**src/rtl/data_sram_bridge_if.sv**
```systemverilog
// Request/response and SRAM pin bundle for the data SRAM bridge.
// The master modport is the side that issues requests and returns SRAM read
// data (MEM stage plus the SRAM device); the slave modport is the bridge itself.
interface data_sram_bridge_if #(
    parameter int SRAM_AW = 20
);
    // MEM-stage request side
    logic                req_read;
    logic                req_write;
    logic [31:0]         req_addr;
    logic [31:0]         req_wdata;
    logic [1:0]          req_sel;
    logic                req_unsigned;
    logic                stall;
    logic [31:0]         rdata;
    logic                rdata_valid;
    logic                addr_err;

    // External SRAM side
    logic                sram_ce_n;
    logic                sram_oe_n;
    logic                sram_we_n;
    logic [3:0]          sram_be_n;
    logic [SRAM_AW-1:0]  sram_addr;
    logic [31:0]         sram_wdata;
    logic [31:0]         sram_rdata;

    modport master (
        output req_read, req_write, req_addr, req_wdata, req_sel, req_unsigned,
        output sram_rdata,
        input  stall, rdata, rdata_valid, addr_err,
        input  sram_ce_n, sram_oe_n, sram_we_n, sram_be_n, sram_addr, sram_wdata
    );

    modport slave (
        input  req_read, req_write, req_addr, req_wdata, req_sel, req_unsigned,
        input  sram_rdata,
        output stall, rdata, rdata_valid, addr_err,
        output sram_ce_n, sram_oe_n, sram_we_n, sram_be_n, sram_addr, sram_wdata
    );
endinterface

```
**src/rtl/data_sram_bridge.sv**
```systemverilog
// Multi-cycle bridge between the CPU MEM stage and a synchronous 32-bit data
// SRAM. One load/store per access; stall is held until the access completes.
// Handles byte-lane enables, store-data replication and load extension.
module data_sram_bridge #(
    parameter int SRAM_AW     = 20,
    parameter int WAIT_CYCLES = 2
) (
    input  logic                clk,
    input  logic                rst,
    data_sram_bridge_if.slave   bus
);

    typedef enum logic [1:0] {
        IDLE   = 2'd0,
        ACCESS = 2'd1,
        DONE   = 2'd2
    } state_t;

    localparam logic [1:0] SEL_WORD = 2'b00;
    localparam logic [1:0] SEL_HALF = 2'b01;
    localparam logic [1:0] SEL_BYTE = 2'b10;
    localparam logic [3:0] CNT_INIT = 4'(WAIT_CYCLES - 1);

    state_t               state, state_nxt;
    logic [3:0]           cnt;
    logic [SRAM_AW-1:0]   addr_q;
    logic [1:0]           addr_lo_q;
    logic [1:0]           sel_q;
    logic                 unsigned_q;
    logic                 is_read_q;
    logic [3:0]           be_q;
    logic [31:0]          wdata_q;
    logic [31:0]          rdata_q;
    logic                 addr_err_q;

    logic                 request;
    logic                 conflict;
    logic                 misaligned;
    logic                 good_req;
    logic                 bad_req;
    logic [3:0]           be_nxt;
    logic [31:0]          wdata_nxt;
    logic [31:0]          load_ext;
    logic                 stall_c;

    // Address bits above the SRAM window are intentionally ignored.
    logic                 unused_addr_hi;
    assign unused_addr_hi = ^bus.req_addr[31:SRAM_AW+2];

    // Request classification; reserved sel 11 behaves as a word access.
    always_comb begin
        request    = bus.req_read | bus.req_write;
        conflict   = bus.req_read & bus.req_write;
        misaligned = 1'b0;
        case (bus.req_sel)
            SEL_HALF: misaligned = bus.req_addr[0];
            SEL_BYTE: misaligned = 1'b0;
            default:  misaligned = (bus.req_addr[1:0] != 2'b00);
        endcase
        good_req = request & ~conflict & ~misaligned;
        bad_req  = request & (conflict | misaligned);
    end

    // Lane-positioned byte enables and replicated store data for a new request.
    always_comb begin
        be_nxt    = 4'b0000;
        wdata_nxt = bus.req_wdata;
        case (bus.req_sel)
            SEL_HALF: begin
                be_nxt    = bus.req_addr[1] ? 4'b0011 : 4'b1100;
                wdata_nxt = {2{bus.req_wdata[15:0]}};
            end
            SEL_BYTE: begin
                be_nxt    = ~(4'b0001 << bus.req_addr[1:0]);
                wdata_nxt = {4{bus.req_wdata[7:0]}};
            end
            default: begin
                be_nxt    = 4'b0000;
                wdata_nxt = bus.req_wdata;
            end
        endcase
    end

    // Lane extraction and sign/zero extension of the SRAM read word.
    always_comb begin
        load_ext = bus.sram_rdata;
        case (sel_q)
            SEL_HALF: begin
                logic [15:0] h;
                h        = addr_lo_q[1] ? bus.sram_rdata[31:16] : bus.sram_rdata[15:0];
                load_ext = {{16{h[15] & ~unsigned_q}}, h};
            end
            SEL_BYTE: begin
                logic [7:0] b;
                b        = bus.sram_rdata[8*addr_lo_q +: 8];
                load_ext = {{24{b[7] & ~unsigned_q}}, b};
            end
            default: load_ext = bus.sram_rdata;
        endcase
    end

    // Next-state and stall decode.
    // NOTE: every output of this block gets a default first so no path leaves
    // it unassigned; a missed branch would otherwise infer a latch.
    always_comb begin
        state_nxt = state;
        stall_c   = 1'b0;
        case (state)
            IDLE: begin
                stall_c   = good_req;
                state_nxt = good_req ? ACCESS : IDLE;
            end
            ACCESS: begin
                stall_c   = 1'b1;
                state_nxt = (cnt == 4'd0) ? DONE : ACCESS;
            end
            DONE: begin
                stall_c   = 1'b0;
                state_nxt = IDLE;
            end
            default: begin
                stall_c   = 1'b0;
                state_nxt = IDLE;
            end
        endcase
    end

    // State register, request latch, wait counter and load capture.
    // NOTE: sequential state uses non-blocking assignments so every register
    // samples pre-edge values regardless of statement order.
    always_ff @(posedge clk) begin
        if (!rst) begin
            state      <= IDLE;
            cnt        <= 4'd0;
            addr_q     <= '0;
            addr_lo_q  <= 2'b00;
            sel_q      <= SEL_WORD;
            unsigned_q <= 1'b0;
            is_read_q  <= 1'b0;
            be_q       <= 4'hF;
            wdata_q    <= 32'd0;
            rdata_q    <= 32'd0;
            addr_err_q <= 1'b0;
        end else begin
            state      <= state_nxt;
            addr_err_q <= (state == IDLE) && bad_req;
            if (state == IDLE && good_req) begin
                cnt        <= CNT_INIT;
                addr_q     <= bus.req_addr[SRAM_AW+1:2];
                addr_lo_q  <= bus.req_addr[1:0];
                sel_q      <= bus.req_sel;
                unsigned_q <= bus.req_unsigned;
                is_read_q  <= bus.req_read;
                be_q       <= be_nxt;
                wdata_q    <= wdata_nxt;
            end else if (state == ACCESS) begin
                if (cnt == 4'd0) begin
                    if (is_read_q) begin
                        rdata_q <= load_ext;
                    end
                end else begin
                    cnt <= cnt - 4'd1;
                end
            end
        end
    end

    assign bus.stall       = stall_c;
    assign bus.rdata       = rdata_q;
    assign bus.rdata_valid = (state == DONE) && is_read_q;
    assign bus.addr_err    = addr_err_q;
    assign bus.sram_ce_n   = ~(state == ACCESS);
    assign bus.sram_oe_n   = ~((state == ACCESS) && is_read_q);
    assign bus.sram_we_n   = ~((state == ACCESS) && !is_read_q);
    assign bus.sram_be_n   = (state == ACCESS) ? be_q : 4'hF;
    assign bus.sram_addr   = addr_q;
    assign bus.sram_wdata  = wdata_q;

endmodule

```
**src/flat_wrapper.sv**
```systemverilog
// flat-port wrapper written by rule: the top's interface ports become plain ports
module data_sram_bridge_flat 
#(
    parameter int SRAM_AW     = 20,
    parameter int WAIT_CYCLES = 2
)
  (clk, rst, bus_req_read, bus_req_write, bus_req_addr, bus_req_wdata, bus_req_sel, bus_req_unsigned, bus_sram_rdata, bus_stall, bus_rdata, bus_rdata_valid, bus_addr_err, bus_sram_ce_n, bus_sram_oe_n, bus_sram_we_n, bus_sram_be_n, bus_sram_addr, bus_sram_wdata);
  data_sram_bridge_if #(.SRAM_AW(SRAM_AW)) bus_i ();
  input  logic clk;
  input  logic rst;
  input wire logic [$bits(bus_i.req_read)-1:0] bus_req_read;
  input wire logic [$bits(bus_i.req_write)-1:0] bus_req_write;
  input wire logic [$bits(bus_i.req_addr)-1:0] bus_req_addr;
  input wire logic [$bits(bus_i.req_wdata)-1:0] bus_req_wdata;
  input wire logic [$bits(bus_i.req_sel)-1:0] bus_req_sel;
  input wire logic [$bits(bus_i.req_unsigned)-1:0] bus_req_unsigned;
  input wire logic [$bits(bus_i.sram_rdata)-1:0] bus_sram_rdata;
  output wire logic [$bits(bus_i.stall)-1:0] bus_stall;
  output wire logic [$bits(bus_i.rdata)-1:0] bus_rdata;
  output wire logic [$bits(bus_i.rdata_valid)-1:0] bus_rdata_valid;
  output wire logic [$bits(bus_i.addr_err)-1:0] bus_addr_err;
  output wire logic [$bits(bus_i.sram_ce_n)-1:0] bus_sram_ce_n;
  output wire logic [$bits(bus_i.sram_oe_n)-1:0] bus_sram_oe_n;
  output wire logic [$bits(bus_i.sram_we_n)-1:0] bus_sram_we_n;
  output wire logic [$bits(bus_i.sram_be_n)-1:0] bus_sram_be_n;
  output wire logic [$bits(bus_i.sram_addr)-1:0] bus_sram_addr;
  output wire logic [$bits(bus_i.sram_wdata)-1:0] bus_sram_wdata;
  assign bus_i.req_read = bus_req_read;
  assign bus_i.req_write = bus_req_write;
  assign bus_i.req_addr = bus_req_addr;
  assign bus_i.req_wdata = bus_req_wdata;
  assign bus_i.req_sel = bus_req_sel;
  assign bus_i.req_unsigned = bus_req_unsigned;
  assign bus_i.sram_rdata = bus_sram_rdata;
  assign bus_stall = bus_i.stall;
  assign bus_rdata = bus_i.rdata;
  assign bus_rdata_valid = bus_i.rdata_valid;
  assign bus_addr_err = bus_i.addr_err;
  assign bus_sram_ce_n = bus_i.sram_ce_n;
  assign bus_sram_oe_n = bus_i.sram_oe_n;
  assign bus_sram_we_n = bus_i.sram_we_n;
  assign bus_sram_be_n = bus_i.sram_be_n;
  assign bus_sram_addr = bus_i.sram_addr;
  assign bus_sram_wdata = bus_i.sram_wdata;
  data_sram_bridge #(.SRAM_AW(SRAM_AW), .WAIT_CYCLES(WAIT_CYCLES)) u_core (.clk(clk), .rst(rst), .bus(bus_i));
endmodule
```
**config.mk**
```make
export PLATFORM = sky130hd
export DESIGN_NAME = data_sram_bridge_flat
export DESIGN_NICKNAME = d
export VERILOG_FILES = /design/src/rtl/data_sram_bridge_if.sv /design/src/rtl/data_sram_bridge.sv /design/src/flat_wrapper.sv
export SDC_FILE = /design/constraint.sdc
export NUM_CORES = 1
export LEC_CHECK = 0
export ABC_CLOCK_PERIOD_IN_PS = 1700
export CORE_ASPECT_RATIO = 0.75
export CORE_UTILIZATION = 54
export CTS_CLUSTER_SIZE = 20
export DETAILED_ROUTE_END_ITERATION = 7
export DONT_BUFFER_PORTS = 1
export PLACE_DENSITY = 0.72
export SLEW_MARGIN = 25
export SYNTH_ARGS = -nofsm -noshare
export SYNTH_HDL_FRONTEND = slang
export SYNTH_SLANG_ARGS = --single-unit
```
**constraint.sdc**
```tcl
create_clock -name clk -period 1.7 [get_ports clk]
set_input_delay 0.17 -clock clk [delete_from_list [all_inputs] [get_ports clk]]
set_output_delay 0.17 -clock clk [all_outputs]
set_load 0.05 [all_outputs]
```
# Word level (Yosys, flattened, before mapping)
# Cells that the tools add are included.
[word_totals] regBits=101 output_inout_bits=94 input_bits=103 word_cells=68
[classes] bitwise=18 n_shift=2 mux=14 n_reduce_logical=14 addsub=1 n_eq_ne=7
[op_table] cell="$pmux W32 S2" n=2
[op_table] cell="$shiftx A32 B6 Y8" n=1
[op_table] cell="$mux W16" n=1
[op_table] cell="$not A1 Y1" n=9
[op_table] cell="$mux W4" n=2
[op_table] cell="$pmux W4 S2" n=1
[op_table] cell="$and A1 B1 Y1" n=6
[op_table] cell="$eq A2 B1 Y1 const B" n=3
[op_table] cell="$eq A2 B2 Y1 const B" n=3
[op_table] cell="$logic_and A1 B1 Y1" n=5
[op_table] cell="$logic_not A4 Y1" n=1
[op_table] cell="$mux W1" n=4
[op_table] cell="$not A4 Y4" n=1
[op_table] cell="$pmux W1 S2" n=2
[op_table] cell="$pmux W2 S2" n=1
[op_table] cell="$reduce_and A2 Y1" n=2
[op_table] cell="$reduce_and A4 Y1" n=1
[op_table] cell="$reduce_bool A2 Y1" n=2
[op_table] cell="$shl A1 B2 Y4 const A" n=1
[op_table] cell="$sub A4 B1 Y4 const B" n=1
[op_table] cell="$logic_not A2 Y1" n=1
[op_table] cell="$mux W2" n=1
[op_table] cell="$ne A2 B2 Y1 const B" n=1
[op_table] cell="$or A1 B1 Y1" n=2
[op_table] cell="2 further kinds" n=2

# Logic depth before layout (Yosys ltp)
[depth] depth_word=7 mapped_depth=9 mapped_depth_nobuf=6

# Worst setup path after synthesis
# No wires, ideal clock.
[synth_timing] path_kind="in2reg" startpoint="input bus_req_sel[0]" endpoint="register u_core.state[0]" n_path_buf=1 arrival_ns=1.973 stages=7 setup_ns=0.064 setup_slack_ns=-0.336 cell_sequence="inv_1 ha_1 buf_2 nor2_2 o21ai_0 a21oi_1 and3_1"
[synth_via] elab_chain_cells=6 word_cells_on_any_way=7 classes_between="2 x eq/ne; 3 x mux; 2 x bitwise"
[synth_lines] item="start: declaration" line="flat_wrapper.sv:15" rtl="input wire logic [$bits(bus_i.req_sel)-1:0] bus_req_sel;"
[synth_lines] item="$eq A2 B2 Y1 or $eq A2 B1 Y1 (tied branches)" line="data_sram_bridge.sv:55" rtl="case (bus.req_sel)"
[synth_lines] item="$pmux W1 S2 (*)" line="data_sram_bridge.sv:55"
[synth_lines] item="$not A1 Y1 (*)" line="data_sram_bridge.sv:60" rtl="good_req = request & ~conflict & ~misaligned;"
[synth_lines] item="$and A1 B1 Y1 (*)" line="data_sram_bridge.sv:60"
[synth_lines] item="$mux W1 (*)" line="data_sram_bridge.sv:111" rtl="state_nxt = good_req ? ACCESS : IDLE;"
[synth_lines] item="$pmux W2 S2 (*)" line="data_sram_bridge.sv:108" rtl="case (state)"
[synth_lines] item="end signal: assignment" line="data_sram_bridge.sv:145" rtl="state <= state_nxt;"
[synth_lines] item="end: declaration" line="data_sram_bridge.sv:24" rtl="state_t state, state_nxt;"
# Mark *: on every way between the ends. The rest lies on a longest branch, timed or not.
# A chain may end at the register's enable or synchronous reset.

# Worst setup path in the final report
[layout_timing] startpoint="register u_core.addr_lo_q[1]" endpoint="register u_core.rdata_q[24], in the netlist u_core.bus.rdata[24]"
[layout_via] elab_chain_cells=3 word_cells_on_any_way=5 classes_between="1 x shift; 2 x mux; 2 x bitwise"
[layout_lines] item="start: declaration" line="data_sram_bridge.sv:27" rtl="logic [1:0] addr_lo_q;"
[layout_lines] item="start signal: assignment" line="data_sram_bridge.sv:150" rtl="addr_lo_q <= bus.req_addr[1:0];"
[layout_lines] item="$shiftx A32 B6 Y8 or $mux W16 (tied branches)" line="data_sram_bridge.sv:95, data_sram_bridge.sv:90"
[layout_lines] item="$and A1 B1 Y1, on equally long branches" line="data_sram_bridge.sv:96, data_sram_bridge.sv:91"
[layout_lines] item="$pmux W32 S2 (*)" line="data_sram_bridge.sv:87" rtl="case (sel_q)"
[layout_lines] item="end signal: assignment" line="data_sram_bridge.sv:159" rtl="rdata_q <= load_ext;"
[layout_lines] item="end: declaration" line="data_sram_bridge.sv:33" rtl="logic [31:0] rdata_q;"
# Marks and branches as above.

==> impl_metrics.py <==
metrics = {
    "logic_synthesis": {
        "syn-cell-area_mm2": 0.004752,
        "synth_flop_cell": "dfxtp_1",
        "syn_inst": 579,
        "synthAdderAreaFrac_pct": 1.843,
        "synth_cell_type_count": 46,
        "synth_edf_count": 0,
        "ys_ff_latch": 101,
        "yosysSeqAreaShare_pct": 42.55,
        "synth_top_family_by_area": "simple AND/OR/NAND/NOR gates",
        "avgSynthCellArea_um2": 8.207,
        "synthArstFlopShare_pct": 0,
        "synth_xor_area_share_pct": 0.1843,
        "yosys.area.top_type": "dfxtp_1",
        "yosysWarnings": 0,
        "synth.top_cell.area_share_pct": 42.55,
        "synth_mux_area_share_pct": 2.791,
        "synthSimpleGateAreaFrac_pct": 26.07,
        "synth_compound_area_share_pct": 19.27,
        "synth.area.top_cells": "dfxtp_1 (43%), nand3_1 (9.9%), nand2_1 (7.3%)",
        "synth_fp_nets": 689,
    },
    "critical_path": {
        "rr_endpoint": "u_core.bus.rdata[24]$_SDFFE_PN0P_",
        "reg2reg_depth": 5,
        "critPathKind": "reg -> reg",
        "r2r-start": "u_core.addr_lo_q[1]$_SDFFE_PN0P_",
        "cp_slowest_stage_delay_ns": 0.42,
        "slowest_stage": "dfxtp_1",
        "end_kind": "flop",
        "crit_family": "compound AO/OA/AOI/OAI gates",
        "required_ns": 1.96,
        "cp.arrival_ns": 1.92,
        "critPathLaunchType": "flop",
        "r2r_setup_slack_ns": 0.04,
        "path_max_fanout": 15,
        "crit_buf_inv": 1,
        "crit_chain": "buf_4, mux2i_1, a2bb2oi_2, o31a_4, a21oi_1",
    },
    "worst_hold_path": {
        "worstHoldEndpoint": "u_core.bus.rdata[22]$_SDFFE_PN0P_",
        "min_path_type": "in -> reg",
        "whs_path_depth": 2,
        "min_from": "rst",
    },
    "sta": {
        "hold_slack_ns": -0.03292,
        "period_needed_ns": 1.662,
        "finalSetupViolCount": 0,
        "max_freq_mhz": 601.7,
        "fin_skew_ns": 0.009652,
        "rsz0062_at_grt": "true",
        "slew_headroom_pct": 63.89,
        "finalCritPeriodShare_pct": 97.77,
        "hold_viol": 7,
        "finalMaxSlewViolations": 0,
        "tightestPinTransition_ns": 0.5409,
    },
    "run_status": {
        "status": "complete, but fails checks",
        "violations": "negative hold slack",
    },
    "pwr": {
        "power_mw": 6.473,
        "p_leak_nw": 2.460,
        "irDropWorstVdd_uv": 728.7,
        "power.internal_mw": 4.246,
        "swShare_pct": 34.41,
        "clkPwrFrac_pct": 32.7,
        "p_per_area_mw_per_mm2": 1083,
        "comb_power_share_pct": 19.2,
        "p_seq_share_pct": 48.1,
        "p_switching_mw": 2.227,
    },
    "floorplan": {
        "die_w_um": 110.3,
        "num_rows": 29,
        "die_h_um": 83.24,
        "core_area_mm2": 0.008491,
        "start_util_pct": 55.97,
        "design.die.area_mm2": 0.009183,
        "num_io_pins": 197,
    },
    "detailed_routing": {
        "vias": 4642,
        "avgRoutedWirePerCell_um": 18.25,
        "route.detailed.drc": 0,
        "routed_wirelength_um": 13800,
        "drtAntennaViolNets": 0,
        "firstDrtPassIters": 5,
        "vias_per_cell": 6.140,
        "first_iter_violations": 438,
    },
    "cts": {
        "clkLatencyLatePin_ns": 0.34,
        "cts_buffers": 9,
        "clk_path_buf_depth": 2,
        "cts_max_level": 3,
        "cts_sinks": 101,
        "cts_tree": "built",
        "clk_pin_slew_worst_paths_ns": 0.07,
        "clock_tree.root_cell": "clkbuf_16",
        "post-cts-setup-buffers": 0,
    },
    "cells_and_area": {
        "final_layout_size_suffix_gt1_share_pct": 13.89,
        "antenna_cells": 0,
        "n_fill_cell": 660,
        "syn_to_final_growth_pct": 25.72,
        "finish.net_count": 753,
        "seq_area_mm2": 0.002022,
        "multi_input_area_mm2": 0.002424,
        "final_cell_mix": "dfxtp_1 (101), nand3_1 (94), nand2_1 (92)",
        "layout_commonest_cell": "dfxtp_1",
    },
    "grt": {
        "overflow": 0,
        "grt_pass1_wl_um": 20350,
        "grt_use_total_pct": 28.09,
        "first_global_vias": 4269,
        "grt_antenna_before_repair": 0,
        "grt_max_degree": 150,
    },
    "place": {
        "port_buffers": 0,
        "gp_congestion": 0.8576,
        "post-dp-hpwl_um": 8698,
    },
    "job": {
        "maxCapViolations": 0,
    },
}
-- area by class of cell --
class | count | area share (%)
clock buffers | 10 | 3.832
multi-input cells | 405 | 40.57
clock inverters | 6 | 1.319
well taps | 108 | 2.262
flip-flops and latches | 101 | 33.84
repair buffers | 107 | 16.98
inverters | 19 | 1.194
-- synth_stat cells (8+ instances only) --
cell type	count
o22ai_1	8
a221oi_1	9
nor2_1	19
buf_2	19
a21oi_1	33
dfxtp_1	101
nor3b_1	9
nand2_1	92
o31ai_1	16
o211ai_1	10
nand2b_1	14
a221o_1	8
o21ai_0	18
inv_1	19
nor2b_1	20
nand3_1	94
clkbuf_1	21
mux2_2	8
-- per-stage QoR --
stage / setup TNS, ns / setup slack, ns / instance area (um2) / utilization (%) / instances
floorplan: 0 / 0.08244 / 4763 / - / 579
global placement: 0 / 0.1063 / 5034 / 59.28 / 680
detailed placement: 0 / 0.05671 / 5034 / 59.28 / 680
CTS: 0 / 0.1071 / 5862 / 69.04 / 748
global route: -0.01675 / -0.01538 / 5974 / 70.37 / 756
finish: 0 / 0.03797 / 5974 / 70.37 / 756
-- registers in the layout (all words and copies together), names as in the netlist --
register               count
u_core.addr_lo_q           2
u_core.be_q                4
u_core.bus.addr_err        1
u_core.bus.rdata          32
u_core.bus.sram_addr      20
u_core.bus.sram_wdata     32
u_core.cnt                 4
u_core.is_read_q           1
u_core.sel_q               2
u_core.state               2
u_core.unsigned_q          1
-- metal layers --
metal / track usage (%) / share of wire [%]
met1: 35.87 / 42
met2: 43.70 / 45
met3: 8.870 / 10
met4: 11.00 / 2.8
met5: 0 / 0
-- cells by family after synthesis --
family / count (synthesis)
muxes: 11
buffers and inverters: 74
AOI/OAI and AO/OA: 127
DFF: 101
and+or+nand+nor: 258
xor gates and xnor gates: 1
adders and majority gates: 7
-- worst max-delay path by stage --
stage / end / from / cells after the start
global placement: u_core.bus.sram_wdata[21]$_SDFFE_PN0P_ / bus_req_sel[0] / 7
detailed placement: u_core.bus.sram_wdata[19]$_SDFFE_PN0P_ / bus_req_sel[0] / 7
floorplan: u_core.bus.rdata[1]$_SDFFE_PN0P_ / u_core.sel_q[0]$_SDFFE_PN0P_ / 7
CTS: u_core.bus.rdata[7]$_SDFFE_PN0P_ / u_core.sel_q[0]$_SDFFE_PN0P_ / 5
finish: u_core.bus.rdata[24]$_SDFFE_PN0P_ / u_core.addr_lo_q[1]$_SDFFE_PN0P_ / 5
global route: u_core.bus.rdata[24]$_SDFFE_PN0P_ / u_core.cnt[0]$_SDFFE_PN0P_ / 6
-- power by group through the flow --
stage	combinational (mW)	clock (mW)	sequential (mW)
3_3_place_gp	1.04	0	3.16
6_report	1.24	2.12	3.11
5_1_grt	1.35	2.24	3.14
2_1_floorplan	0.791	0	3.19
3_5_place_dp	1.08	0	3.17
4_1_cts	1.18	2.16	3.11
-- what timing repair did --
item	4_1_cts	5_1_grt
hold buffers	52	7
hold endpoints to repair	97	38
setup endpoints to repair	0	17
resized for setup	0	4
Power figures use the tool's default switching activity.
